`config.mk`:
```
export PLATFORM = sky130hd
export DESIGN_NAME = ddmtd_nco
export DESIGN_NICKNAME = d
export VERILOG_FILES = /design/src/rtl/ddmtd_nco.sv
export SDC_FILE = /design/constraint.sdc
export NUM_CORES = 1
export LEC_CHECK = 0
export CORE_UTILIZATION = 35
export CTS_CLUSTER_DIAMETER = 30
export CTS_CLUSTER_SIZE = 25
export DETAILED_ROUTE_END_ITERATION = 12
export PLACE_DENSITY = 0.57
export SETUP_SLACK_MARGIN = 0.5
export SYNTH_ARGS = -nofsm -noshare
export SYNTH_HDL_FRONTEND = slang
export SYNTH_SLANG_ARGS = --single-unit
```
`constraint.sdc`:
```
create_clock -name clk -period 3.42 [get_ports clk]
set_clock_uncertainty 0.1 [all_clocks]
set_input_delay 1.026 -clock clk [delete_from_list [all_inputs] [get_ports clk]]
set_output_delay 1.026 -clock clk [all_outputs]
set_load 0.01 [all_outputs]
```
`src/rtl/ddmtd_nco.sv`:
```
// DDMTD loop NCO: clamps the loop-filter word into an FTW and runs the phase accumulator.
// The accumulator MSB becomes the feedback clock; lock is judged from the phase error stream.
module ddmtd_nco #(
  parameter int ACC_W    = 24,
  parameter int CTRL_W   = 24,
  parameter int ERR_W    = 18,
  parameter int CTRL_SH  = 8,
  parameter int FTW_NOM  = 65536,
  parameter int FTW_MIN  = 49152,
  parameter int FTW_MAX  = 81920,
  parameter int LOCK_TOL = 64,
  parameter int LOCK_CNT = 16
) (
  input  logic              clk,
  input  logic              rst,
  input  logic              ena,
  input  logic              ctrl_valid,
  input  logic [CTRL_W-1:0] ctrl,
  input  logic              phase_valid,
  input  logic [ERR_W-1:0]  phase_err,
  output logic              clk_fb_out,
  output logic              fb_tick,
  output logic [ACC_W-1:0]  ftw,
  output logic              sat_hi,
  output logic              sat_lo,
  output logic              locked
);

  localparam int SW    = ((ACC_W > CTRL_W) ? ACC_W : CTRL_W) + 2;
  localparam int CNT_W = $clog2(LOCK_CNT + 1);

  localparam logic signed [SW-1:0] NOM_S = SW'(FTW_NOM);
  localparam logic signed [SW-1:0] MIN_S = SW'(FTW_MIN);
  localparam logic signed [SW-1:0] MAX_S = SW'(FTW_MAX);

  localparam logic [ACC_W-1:0] NOM_V = ACC_W'(FTW_NOM);
  localparam logic [ACC_W-1:0] MIN_V = ACC_W'(FTW_MIN);
  localparam logic [ACC_W-1:0] MAX_V = ACC_W'(FTW_MAX);
  localparam logic [ERR_W-1:0] TOL_V = ERR_W'(LOCK_TOL);
  localparam logic [CNT_W-1:0] CNT_V = CNT_W'(LOCK_CNT);
  localparam logic [ERR_W-1:0] ERR_MOST_NEG = {1'b1, {(ERR_W-1){1'b0}}};

  localparam logic [1:0] S_UNL = 2'd0;
  localparam logic [1:0] S_ACQ = 2'd1;
  localparam logic [1:0] S_LCK = 2'd2;
  localparam logic [1:0] S_SLP = 2'd3;

  logic [ACC_W-1:0] r_acc;
  logic [ACC_W-1:0] r_ftw;
  logic             r_clk_fb;
  logic             r_clk_fb_d;
  logic             r_tick;
  logic             r_sat_hi;
  logic             r_sat_lo;
  logic [1:0]       r_state;
  logic [CNT_W-1:0] r_cnt;
  logic             r_locked;

  logic signed [SW-1:0] w_ctrl_ext;
  logic signed [SW-1:0] w_delta;
  logic signed [SW-1:0] w_sum;
  logic                 w_over;
  logic                 w_under;
  logic                 w_upd;
  logic                 w_sat;
  logic [ERR_W-1:0]     w_mag;
  logic                 w_good;
  logic [1:0]           w_state_nx;
  logic [CNT_W-1:0]     w_cnt_nx;
  logic [CNT_W-1:0]     w_cnt_inc;

  // Wide signed sum so no control word can wrap past the clamps
  assign w_ctrl_ext = {{(SW-CTRL_W){ctrl[CTRL_W-1]}}, ctrl};
  assign w_delta    = w_ctrl_ext >>> CTRL_SH;
  assign w_sum      = NOM_S + w_delta;
  assign w_over     = w_sum > MAX_S;
  assign w_under    = w_sum < MIN_S;
  assign w_upd      = ctrl_valid & ena;
  assign w_sat      = w_upd & (w_over | w_under);

  // The most negative error has no positive magnitude; always bad
  assign w_mag  = phase_err[ERR_W-1] ? (~phase_err + 1'b1) : phase_err;
  assign w_good = (phase_err != ERR_MOST_NEG) && (w_mag <= TOL_V);

  assign w_cnt_inc = (r_cnt >= CNT_V) ? r_cnt : r_cnt + CNT_W'(1);

  always_comb begin
    w_state_nx = r_state;
    w_cnt_nx   = r_cnt;
    if (phase_valid && ena) begin
      unique case (r_state)
        S_UNL: begin
          if (w_good) begin
            w_cnt_nx   = CNT_W'(1);
            w_state_nx = (LOCK_CNT <= 1) ? S_LCK : S_ACQ;
          end
        end
        S_ACQ: begin
          if (w_good) begin
            w_cnt_nx = w_cnt_inc;
            if (w_cnt_inc >= CNT_V) w_state_nx = S_LCK;
          end else begin
            w_cnt_nx   = '0;
            w_state_nx = S_UNL;
          end
        end
        S_LCK: begin
          if (!w_good) w_state_nx = S_SLP;
        end
        S_SLP: begin
          if (w_good) begin
            w_state_nx = S_LCK;
          end else begin
            w_cnt_nx   = '0;
            w_state_nx = S_UNL;
          end
        end
        default: begin
          w_cnt_nx   = '0;
          w_state_nx = S_UNL;
        end
      endcase
    end
    if (w_sat) begin
      w_cnt_nx   = '0;
      w_state_nx = S_UNL;
    end
  end

  always_ff @(posedge clk) begin
    if (rst) begin
      r_acc      <= '0;
      r_ftw      <= NOM_V;
      r_clk_fb   <= 1'b0;
      r_clk_fb_d <= 1'b0;
      r_tick     <= 1'b0;
      r_sat_hi   <= 1'b0;
      r_sat_lo   <= 1'b0;
      r_state    <= S_UNL;
      r_cnt      <= '0;
      r_locked   <= 1'b0;
    end else if (ena) begin
      r_acc      <= r_acc + r_ftw;
      r_clk_fb   <= r_acc[ACC_W-1];
      r_clk_fb_d <= r_clk_fb;
      r_tick     <= r_clk_fb & ~r_clk_fb_d;
      if (w_upd) begin
        r_sat_hi <= w_over;
        r_sat_lo <= w_under;
        if (w_over)       r_ftw <= MAX_V;
        else if (w_under) r_ftw <= MIN_V;
        else              r_ftw <= w_sum[ACC_W-1:0];
      end
      r_state  <= w_state_nx;
      r_cnt    <= w_cnt_nx;
      r_locked <= (w_state_nx == S_LCK) || (w_state_nx == S_SLP);
    end else begin
      r_tick <= 1'b0;
    end
  end

  assign clk_fb_out = r_clk_fb;
  assign fb_tick    = r_tick;
  assign ftw        = r_ftw;
  assign sat_hi     = r_sat_hi;
  assign sat_lo     = r_sat_lo;
  assign locked     = r_locked;

endmodule

```
=== Word-level counts from Yosys, hierarchy flattened ===
Index checks and enable logic that the tools add are counted.
Widths: inputs -> output; s select.

* Bitwise gates (word level): 7
* Add/subtract/negate cells: 4
* Equal/unequal tests: 8
* Reductions and logical operators: 9
* Muxes and demuxes: 18
* $lt $le $gt $ge: 5

{| class="wikitable"
|+ Operators by type and width
! operator !! number
|-
| $mux 24 || 2
|-
| $mux 5 || 6
|-
| $add 24x24->24 || 1
|-
| $add 18x16->19 const A || 1
|-
| $gt 19x18->1 const B || 1
|-
| $lt 19x17->1 const B || 1
|-
| $add 18x1->18 const B || 1
|-
| $le 18x7->1 const B || 1
|-
| $mux 18 || 1
|-
| $ne 18x18->1 const B || 1
|-
| $not 18->18 || 1
|-
| $pmux 5 s3 || 1
|-
| $mux 2 || 7
|-
| $ge 5x5->1 const B || 2
|-
| $eq 2x2->1 const B || 4
|-
| $pmux 2 s4 || 1
|-
| $ne 3x3->1 const B || 2
|-
| $add 5x1->5 const B || 1
|-
| $reduce_and 5->1 || 1
|-
| $reduce_bool 4->1 || 1
|-
| $and 1x1->1 || 3
|-
| $eq 2x1->1 const B || 1
|-
| $logic_and 1x1->1 || 2
|-
| $logic_not 2->1 || 1
|-
| 6 further kinds || 7
|}

* Logic and storage cells: 61
* Input port bits: 47
* Output and inout bits: 29
* Register bits after elaboration: 61

=== Logic depth before layout (Yosys ltp) ===
Gate-level depths: netlist of the first run.

* Depth in word-level cells: 11
* Mapped depth: 9

=== Worst setup path before layout of the first run ===
No wires, ideal clock.

* Kind: input-to-reg
* Start: input port phase_err[1]
* End: register r_cnt[3]
* Stages: 7
* Setup time: 0.122 ns
* Buffers on the path: 1
* Arrival time: 2.450 ns
* Setup slack: 0.748 ns
* Path through: nor4_4 -> nand4_2 -> mux2i_1 -> nand4b_2 -> buf_6 -> and4bb_1 -> a311o_1

* Word-level cells in the longest chain between the ends: 9
* Elaborated cells on any way between the ends: 13

{| class="wikitable"
|+ Ends and longest elaborated chain
! item !! RTL line !! text
|-
| start, declared || 20 || <nowiki>input logic [ERR_W-1:0] phase_err,</nowiki>
|-
| $not 18->18 || 82 || <nowiki>assign w_mag = phase_err[ERR_W-1] ? (~phase_err + 1'b1) : phase_err;</nowiki>
|-
| $add 18x1->18 || 82 ||
|-
| $mux 18 || 82 ||
|-
| $le 18x7->1 || 83 || <nowiki>assign w_good = (phase_err != ERR_MOST_NEG) && (w_mag <= TOL_V);</nowiki>
|-
| $logic_and 1x1->1 (*) || 83 ||
|-
| $mux 5 || 99 || <nowiki>if (w_good) begin</nowiki>
|-
| $pmux 5 s3 || 91 || <nowiki>unique case (r_state)</nowiki>
|-
| $mux 5 || 90 || <nowiki>if (phase_valid && ena) begin</nowiki>
|-
| $mux 5 || 124 || <nowiki>if (w_sat) begin</nowiki>
|-
| end signal, assigned || 155 || <nowiki>r_cnt <= w_cnt_nx;</nowiki>
|-
| end, declared || 56 || <nowiki>logic [CNT_W-1:0] r_cnt;</nowiki>
|}

Mark *: on every way between the ends. The rest lies on a longest branch, timed or not. The select of a mux whose other input is x is not followed.
A chain may end at the register's enable or synchronous reset.

=== Worst setup path after layout of the first run ===
Same ends and word-level chain as after synthesis.

==> results.md, run 1 <==
Synth:
- The share of synthesized area in the top cell type comes to 0.298.
- For this run, asynchronously set or reset flops after synthesis account for 0.
- The number of different library cells in the post-synthesis netlist is 73.
- Of the synthesized area, sequential elements account for 0.298.
- sky130_fd_sc_hd__dfxtp_1 is the most common cell in the netlist.
- Each instance of the synthesized netlist takes up on average 8.02 um2.
- For this run, the leading register cell type out of synthesis is sky130_fd_sc_hd__dfxtp_1.
- The Yosys step of the flow raised 0 warnings.
- In this run the cell area of the synthesized design comes to 0.00363 mm2.
- Synthesis inferred 54 register bits.
- By count the netlist is led by sky130_fd_sc_hd__dfxtp_1, sky130_fd_sc_hd__nand2_1, sky130_fd_sc_hd__nor2_1.
- The number of enable flip-flop cells after synthesis is 0.
- Yosys attributes the largest share of cell area to sky130_fd_sc_hd__dfxtp_1, sky130_fd_sc_hd__ha_1, sky130_fd_sc_hd__nand2_1.
- The post-synthesis instance total is 453.
- The library cell with the largest summed area after synthesis is sky130_fd_sc_hd__dfxtp_1.

Critical path:
- Counting buffers and inverters, the worst setup path is 9 cells deep.
- The destination of the worst register-to-register timing path is r_acc[16].
- The critical setup path kind is primary input to flip-flop.
- The launching element type of the critical path is a primary input.
- The required time at the worst-slack endpoint is 3520 ps.
- The most critical setup path has its startpoint at phase_err[1].
- The critical path goes through clkdlybuf4s50_1 -> nor4_4 -> buf_4 -> a31oi_1 -> mux2_2 -> nand4b_4 -> buf_4 -> nor3_2 -> a311o_1.
- The worst setup path is captured at a flip-flop.
- The worst register-to-register path begins at ftw[0].
- The capture point of the worst path is r_cnt[3].
- The family with the most delay on the worst path is buffers and inverters.
- In this design, the stage delay of the slowest critical-path cell is 500 ps.
- The reg-to-reg setup timing slack is 750 ps.
- The buffers plus inverters on the worst setup path is 3.
- The cell seen most often among critical-path stages is sky130_fd_sc_hd__buf_4.
- For the worst flop-to-flop path, the logic depth is 9.
- On the critical path, the stage with the largest delay is an instance of sky130_fd_sc_hd__clkdlybuf4s50_1.
- The arrival time at the worst endpoint is 2950 ps.
- In this run the worst path has a maximum fanout of 9.

GRT:
- For this run, the total global-route usage over all layers was measured as 0.173.
- The initial antenna violation count is 0.
- The total overflow left after global routing is 0.
- The largest net degree at the start of global routing is 35.
- The number of global-route vias before repair is 3241.
- The first global-routing pass estimated 15.7 mm of wire.

Die:
- The effective utilization at floorplan is 0.367.
- The die is 104 um tall.
- In this run the standard cell core region covers 0.00991 mm2.
- The row count is 36.
- The overall die area is 0.0108 mm2.
- The number of placed I/O pins is 76.
- From left edge to right edge, the die measures 104 um.

Timing:
- Of the available clock period, the critical path in the final layout requires 0.832.
- For the finished layout, the period the worst path requires is 2850 ps.
- Setup repair after global routing could not meet its margin everywhere.
- At the pin with the least slew margin, the transition time is 571 ps.
- The count of final max-slew check failures was 0.
- The highest achievable clock rate is 351 MHz.
- Once routing completed, OpenROAD measured the worst setup slack at 574 ps.
- The setup TNS is 0 ps.
- Headroom to the max-slew limit came out at 0.619.
- The count of endpoints failing hold in the final timing report was 0.
- The setup-violating endpoint count in the final report is 0.

Place:
- The final weighted congestion in routability-driven placement is 0.836.
- The placed cell area is 0.00435 mm2.
- Buffers placed on the I/O ports in this run total 60.
- Prior to clock tree synthesis, the placed netlist has a worst setup slack of 34.9 ps.
- The HPWL after detailed placement is 7.05 mm.
- The cell total after placement is 634.

Routing:
- The routed length per instance is 14.5 um.
- The total via count after detailed routing is 3492.
- After detailed routing, the number of vias per cell comes to 5.40.
- The wire length reported by the detailed router is 9.40 mm.
- Once detail routing completed, the nets flagged for antenna violations numbered 0.
- The number of DRC markers after the initial detailed-route iteration is 150.
- The first TritonRoute pass finished after 4 iterations.
- The count of unresolved DRC violations after routing is 0.

Clocking:
- TritonCTS built the clock tree.
- In this run the clock root is driven by a sky130_fd_sc_hd__clkbuf_8.
- Clock tree synthesis inserted a total of 5 buffers.
- For this design, the sink count on the clock tree is 54.
- The clock insertion delay at the later pin of the skew report is 310 ps.
- The maximum number of buffers from clock root to sink is 2.
- The CTS H-tree depth is 2.
- Clock-pin slew was measured on the worst setup and hold paths at 110 ps.

Layout:
- From synthesis to final layout, the design area changed by 25.0%.
- 0 antenna diodes ended up in the layout.
- Once layout is complete, the cells apart from fillers number 647.
- The final-stage net count is 580.
- The ratio of cells with drive above 1 in the final layout is 0.0914.
- The cell area after layout is 0.00454 mm2.

Power and ir drop:
- The largest voltage drop on the vdd net is 0.153 mV.
- The leakage power of the design is 1.80 nW.
- The total power per unit cell area is 303 mW/mm2.

Flow run:
- The number of max-cap violations is 0.

Run status:
- The run finished with clean final reports.

Worst hold path:
- The tightest min-delay check is of the flip-flop to flip-flop type.
- Along the worst hold path, the cell count comes to 1.
-- final cells by class --
cell class | count | area, um2
Sequential cell | 54 | 1080
Fill cell | 1005 | 5370
Clock inverter | 3 | 47.5
Inverter | 15 | 56.3
Timing Repair Buffer | 75 | 711
Clock buffer | 5 | 68.8
Multi-Input combinational cell | 362 | 2410
Tap cell | 133 | 166
-- timing repair --
item / CTS / global route
setup buffers: 2 / 3
hold endpoints to repair: 0 / 0
setup endpoints to repair: 7 / 7
hold buffers: 0 / 0
pin swaps: 4 / 9
resized for setup: 8 / 5
-- report_power, final --
group | switching [mW] | internal, mW | total, mW
Sequential | 0.0212 | 0.651 | 0.672
Combinational | 0.132 | 0.119 | 0.251
Clock | 0.230 | 0.224 | 0.454
-- logic make-up (layout without fill, tap and decap cells) --
group                      count (synthesis)  count (layout)  share of synthesized area
muxes                                     12              12                     0.0348
other                                      1               7                    0.00103
buffers and inverters                     43              98                     0.0551
and+or+nand+nor                          193             193                      0.284
AOI/OAI and AO/OA                        124             124                      0.243
DFF                                       54              54                      0.298
adders and majority gates                 20              20                     0.0710
xor gates and xnor gates                   6               6                     0.0145
-- routing by layer --
layer,vias up,global-route usage,part of all wire
met1,1644,0.233,0.49
met3,5,0.0269,0.038
met5,-,0,0
met2,68,0.292,0.47
met4,0,0.0378,0.0081
li1,1775,-,-
-- flip-flops by register name, indices dropped and copies added (netlist names) --
name        flops
fb_tick         1
locked          1
r_clk_fb_d      1
clk_fb_out      1
r_cnt           5
sat_hi          1
ftw            17
r_acc          24
r_state         2
sat_lo          1
-- per-stage QoR --
step            util  power (mW)  hold WS (ps)
3_3_place_gp   0.439       0.931           316
4_1_cts        0.454        1.39           332
5_1_grt        0.458        1.44           358
2_1_floorplan      -       0.830           300
3_5_place_dp   0.439       0.936           320
6_report       0.458        1.38           322
-- worst min-delay path by stage --
stage                   end  slack [ps]       start
floorplan           fb_tick         300  r_clk_fb_d
global placement    fb_tick         320  r_clk_fb_d
detailed placement  fb_tick         320  r_clk_fb_d
CTS                 fb_tick         330  r_clk_fb_d
global route        fb_tick         360  r_clk_fb_d
finish              fb_tick         320  r_clk_fb_d
-- placed cells by master, fill, tap and decap left out, drive strengths merged, types with 5 or more instances in the layout --
cell type and instances:
dfxtp 54, clkdlybuf4s50 52, nand2 50, nor2 36, a21oi 36, nand3 26, ha 19, o21ai 19
inv 17, buf 16, nor3 14, a211oi 11, nor3b 10, a21o 9, nand4 9, nor2b 8
conb 7, mux2i 7, nor4 7, nand2b 6, o211ai 6, and4 5, o21a 5, and3 5
o31ai 5, a31oi 5, clkbuf 5, mux2 5
-- worst reg2reg max path: cells and delay by family (launching register included) --
| family | cells | cell delay (ps) |
|---|---|---|
| AOI/OAI and AO/OA | 4 | 920 |
| adders and majority gates | 2 | 640 |
| buffers and inverters | 1 | 70 |
| DFF | 1 | 380 |
| and+or+nand+nor | 2 | 440 |
Power figures use the tool's default switching activity.
==> run 2, diff against run 1 <==
PLACE_DENSITY = 0.6   (was 0.57)
clock period = 2.5 ns   (was 3.42 ns; I/O delays follow)
==> results.md, run 2 (synthesis gave the netlist of run 1 again) <==
Routing:
- The number of DRC markers after the initial detailed-route iteration is 149 (-0.67%).
- The routed length per instance is 15.1 um (+4.2%).
- The first-pass detailed-route iteration total came to 4 (unchanged).
- The vias per cell is 5.42 (+0.46%).
- The number of nets with antenna violations after detailed routing came to 0 (unchanged).
- The count of unresolved DRC violations after routing is 0 (unchanged).
- The total via count after detailed routing came to 3828 (+9.6%).
- The wire length reported by the detailed router is 10.7 mm (+14%).

GRT:
- The number of global-route vias before repair is 3687 (+14%).
- The initial antenna violation count was 0 (unchanged).
- The wire length of the first global-routing pass is 17.9 mm (+14%).
- The largest net degree at the start of global routing is 25 (-29%).
- The final global-route overflow total is 0 (unchanged).
- The global-route total usage across every layer is 0.198 (+0.0250).

Worst hold path:
- For hold timing, the worst endpoint is fb_tick.
- The tightest min-delay check is of the flip-flop to flip-flop type.
- The source of the worst hold timing path is r_clk_fb_d.
- The hold path depth is 1 (unchanged).

Clocking:
- The clock-pin slew on the worst setup and hold paths came to 100 ps (about the same).
- The root buffer cell is sky130_fd_sc_hd__clkbuf_8.
- The clock sink count is 54 (unchanged).
- The maximum number of buffers from clock root to sink is 2 (unchanged).
- The CTS H-tree depth was 2 (unchanged).
- TritonCTS built the clock tree.
- The number of buffers inserted during clock tree synthesis is 5 (unchanged).
- The clock insertion delay at the later pin of the skew report is 310 ps (about the same).

Run status:
- The flow ran to the end, and the final reports show no timing, DRC or antenna violations.

Timing:
- The count of endpoints failing hold in the final timing report was 0 (unchanged).
- The setup-violating endpoint count in the final report is 0 (unchanged).
- The minimum setup slack in the final design came to 249 ps (-325 ps).
- The count of final max-slew check failures came to 0 (unchanged).
- Dividing the final minimum period by the clock period gives 0.900.
- The routed design could run at a clock period as short as 2250 ps.
- Setup repair after global routing could not meet its margin everywhere.
- Derived from the worst setup path, the maximum achievable clock frequency is 444 MHz.

Layout:
- The ratio of cells with drive above 1 in the final layout is 0.408 (+0.317).
- The final-stage net count was 639 (+10%).
- The library cells used most frequently in the layout, excluding fill and tap cells, are sky130_fd_sc_hd__buf_4, sky130_fd_sc_hd__nand2_1, sky130_fd_sc_hd__nor2_1, sky130_fd_sc_hd__dfxtp_1, sky130_fd_sc_hd__dlygate4sd2_1.
- More flip-flops sit in one register than any other, and that register is r_acc.
- The layout overhead on the synthesized area is 54.7%.
- The number of diodes is 0 (unchanged).
- The number of flip-flops in the largest register came to 24 (unchanged).
- The final standard cell count with taps included and fillers excluded is 706 (+9.1%).
- Leaving out fill and tap cells, the most frequent cell in the layout is sky130_fd_sc_hd__buf_4.
- The post-route core utilization was 0.567 (+0.109).

Critical path:
- STA classifies the critical path startpoint as a flip-flop.
- STA classifies the critical path endpoint as a flip-flop.
- The largest driver fanout on the critical path is 4 (-5).
- The destination of the worst register-to-register timing path is r_acc[19].
- The required time at the worst-slack endpoint is 2610 ps (-910 ps).
- The worst register-to-register path begins at ftw[1].
- The arrival time at the worst endpoint is 2360 ps (-590 ps).
- The setup path with the least slack is of type flip-flop to flip-flop.
- The reg-to-reg setup timing slack is 250 ps (-500 ps).
- The length in cells of the worst reg-to-reg path is 8 (-1).

Power and ir drop:
- The relative contribution of combinational cells to total power came to 0.246 (+0.064).
- The internal power consumption is 1.31 mW (+32%).
- The part of the power in the clock network is 0.263 (-0.067).
- The leakage power of the design is 2.24 nW (+25%).
- The sequential power share is 0.491 (+0.003).
- The net switching fraction of the power came to 0.304 (+0.0259).
- The total power per unit cell area is 335 mW/mm2 (+10%).
- The switching component of the power is 0.572 mW (+49%).
- The largest voltage drop on the vdd net is 0.223 mV (+46%).

Flow run:
- The number of max-cap violations is 0 (unchanged).

Place:
- The HPWL after detailed placement came to 7.33 mm (+3.9%).
- The cell total after placement came to 668 (+5.4%).
- The final weighted congestion in routability-driven placement came to 0.888 (+6.2%).
- The setup slack after placement came to -440 ps (-475 ps).
- The number of port buffers is 60 (unchanged).

Die:
- The area of the core is 0.00991 mm2 (unchanged).
- The effective utilization at floorplan is 0.367 (unchanged).
- The die height is 104 um (unchanged).
- The overall die area is 0.0108 mm2 (unchanged).
- The horizontal extent of the die came to 104 um (unchanged).
- The row count was 36 (unchanged).
- The number of placed I/O pins is 76 (unchanged).
## run 2: cell types whose count changed in the layout (fill, tap and decap cells not counted), moves of 15 or more
cell                              delta
sky130_fd_sc_hd__dlygate4sd2_1      +27
sky130_fd_sc_hd__clkdlybuf4s50_1    -50
sky130_fd_sc_hd__buf_4              +49
sky130_fd_sc_hd__dfxtp_2            +15
sky130_fd_sc_hd__nand3_2            +16
sky130_fd_sc_hd__nand3_1            -17
sky130_fd_sc_hd__dfxtp_1            -21
## run 2: critical path, cell delays in order (launching register included)
cell                       delay [ps]
sky130_fd_sc_hd__dfxtp_4          380
sky130_fd_sc_hd__ha_4             250
sky130_fd_sc_hd__a211oi_4         240
sky130_fd_sc_hd__o21a_4           210
sky130_fd_sc_hd__nor3_4            60
sky130_fd_sc_hd__o41ai_4          340
sky130_fd_sc_hd__buf_4            210
sky130_fd_sc_hd__o31ai_4           70
sky130_fd_sc_hd__mux2_4           300
## run 2: power groups by stage
stage               Clock, mW  Sequential [mW]  Combinational [mW]
floorplan                   0            0.939               0.217
global placement            0            0.941               0.385
detailed placement          0            0.943               0.392
CTS                     0.519            0.924               0.441
global route            0.550            0.931               0.501
finish                  0.494            0.925               0.463
## run 2: routing by layer
layer / up-vias / global-route usage / wire length [um]
li1: 1903 / - / -
met1: 1832 / 0.262 / 4820
met2: 78 / 0.340 / 5360
met3: 15 / 0.0244 / 376
met4: 0 / 0.0541 / 133
met5: - / 0 / 0
## run 2: repair_timing
action                     4_1_cts  5_1_grt
setup endpoints to repair       59       38
setup buffers                   23        6
pin swaps                       73       34
hold buffers                     0        0
cloned                           1        0
gates resized for setup        215       37
## run 2: how the worst max path moves through the flow
| stage | startpoint | to | slack [ps] | depth (start not counted) |
|---|---|---|---|---|
| after global routing | ftw[1] | r_acc[19] | 190 | 8 |
| final | ftw[1] | r_acc[19] | 250 | 8 |
| after floorplan | phase_err[2] | r_cnt[3] | 160 | 7 |
| after global placement | phase_err[10] | r_cnt[3] | -390 | 7 |
| after detailed placement | phase_err[10] | r_cnt[3] | -440 | 7 |
| after CTS | phase_err[1] | r_cnt[3] | 270 | 7 |
## run 2: area by class of cell
cell class	count	area, um2
fill	902	4290
multi-input combinational	362	3090
sequential	54	1120
timing repair buffer	134	1100
tap	133	166
clock buffer	5	68.8
inverter	15	56.3
clock inverter	3	16.3
## run 2: through the flow
| stage | power, mW | TNS, ps | instance area [um2] | hold slack (ps) |
|---|---|---|---|---|
| 2_1_floorplan | 1.16 | 0 | 3900 | 300 |
| 3_3_place_gp | 1.33 | -6610 | 4830 | 316 |
| 3_5_place_dp | 1.33 | -6670 | 4830 | 316 |
| 4_1_cts | 1.88 | 0 | 5430 | 334 |
| 5_1_grt | 1.98 | 0 | 5620 | 351 |
| 6_report | 1.88 | 0 | 5620 | 333 |
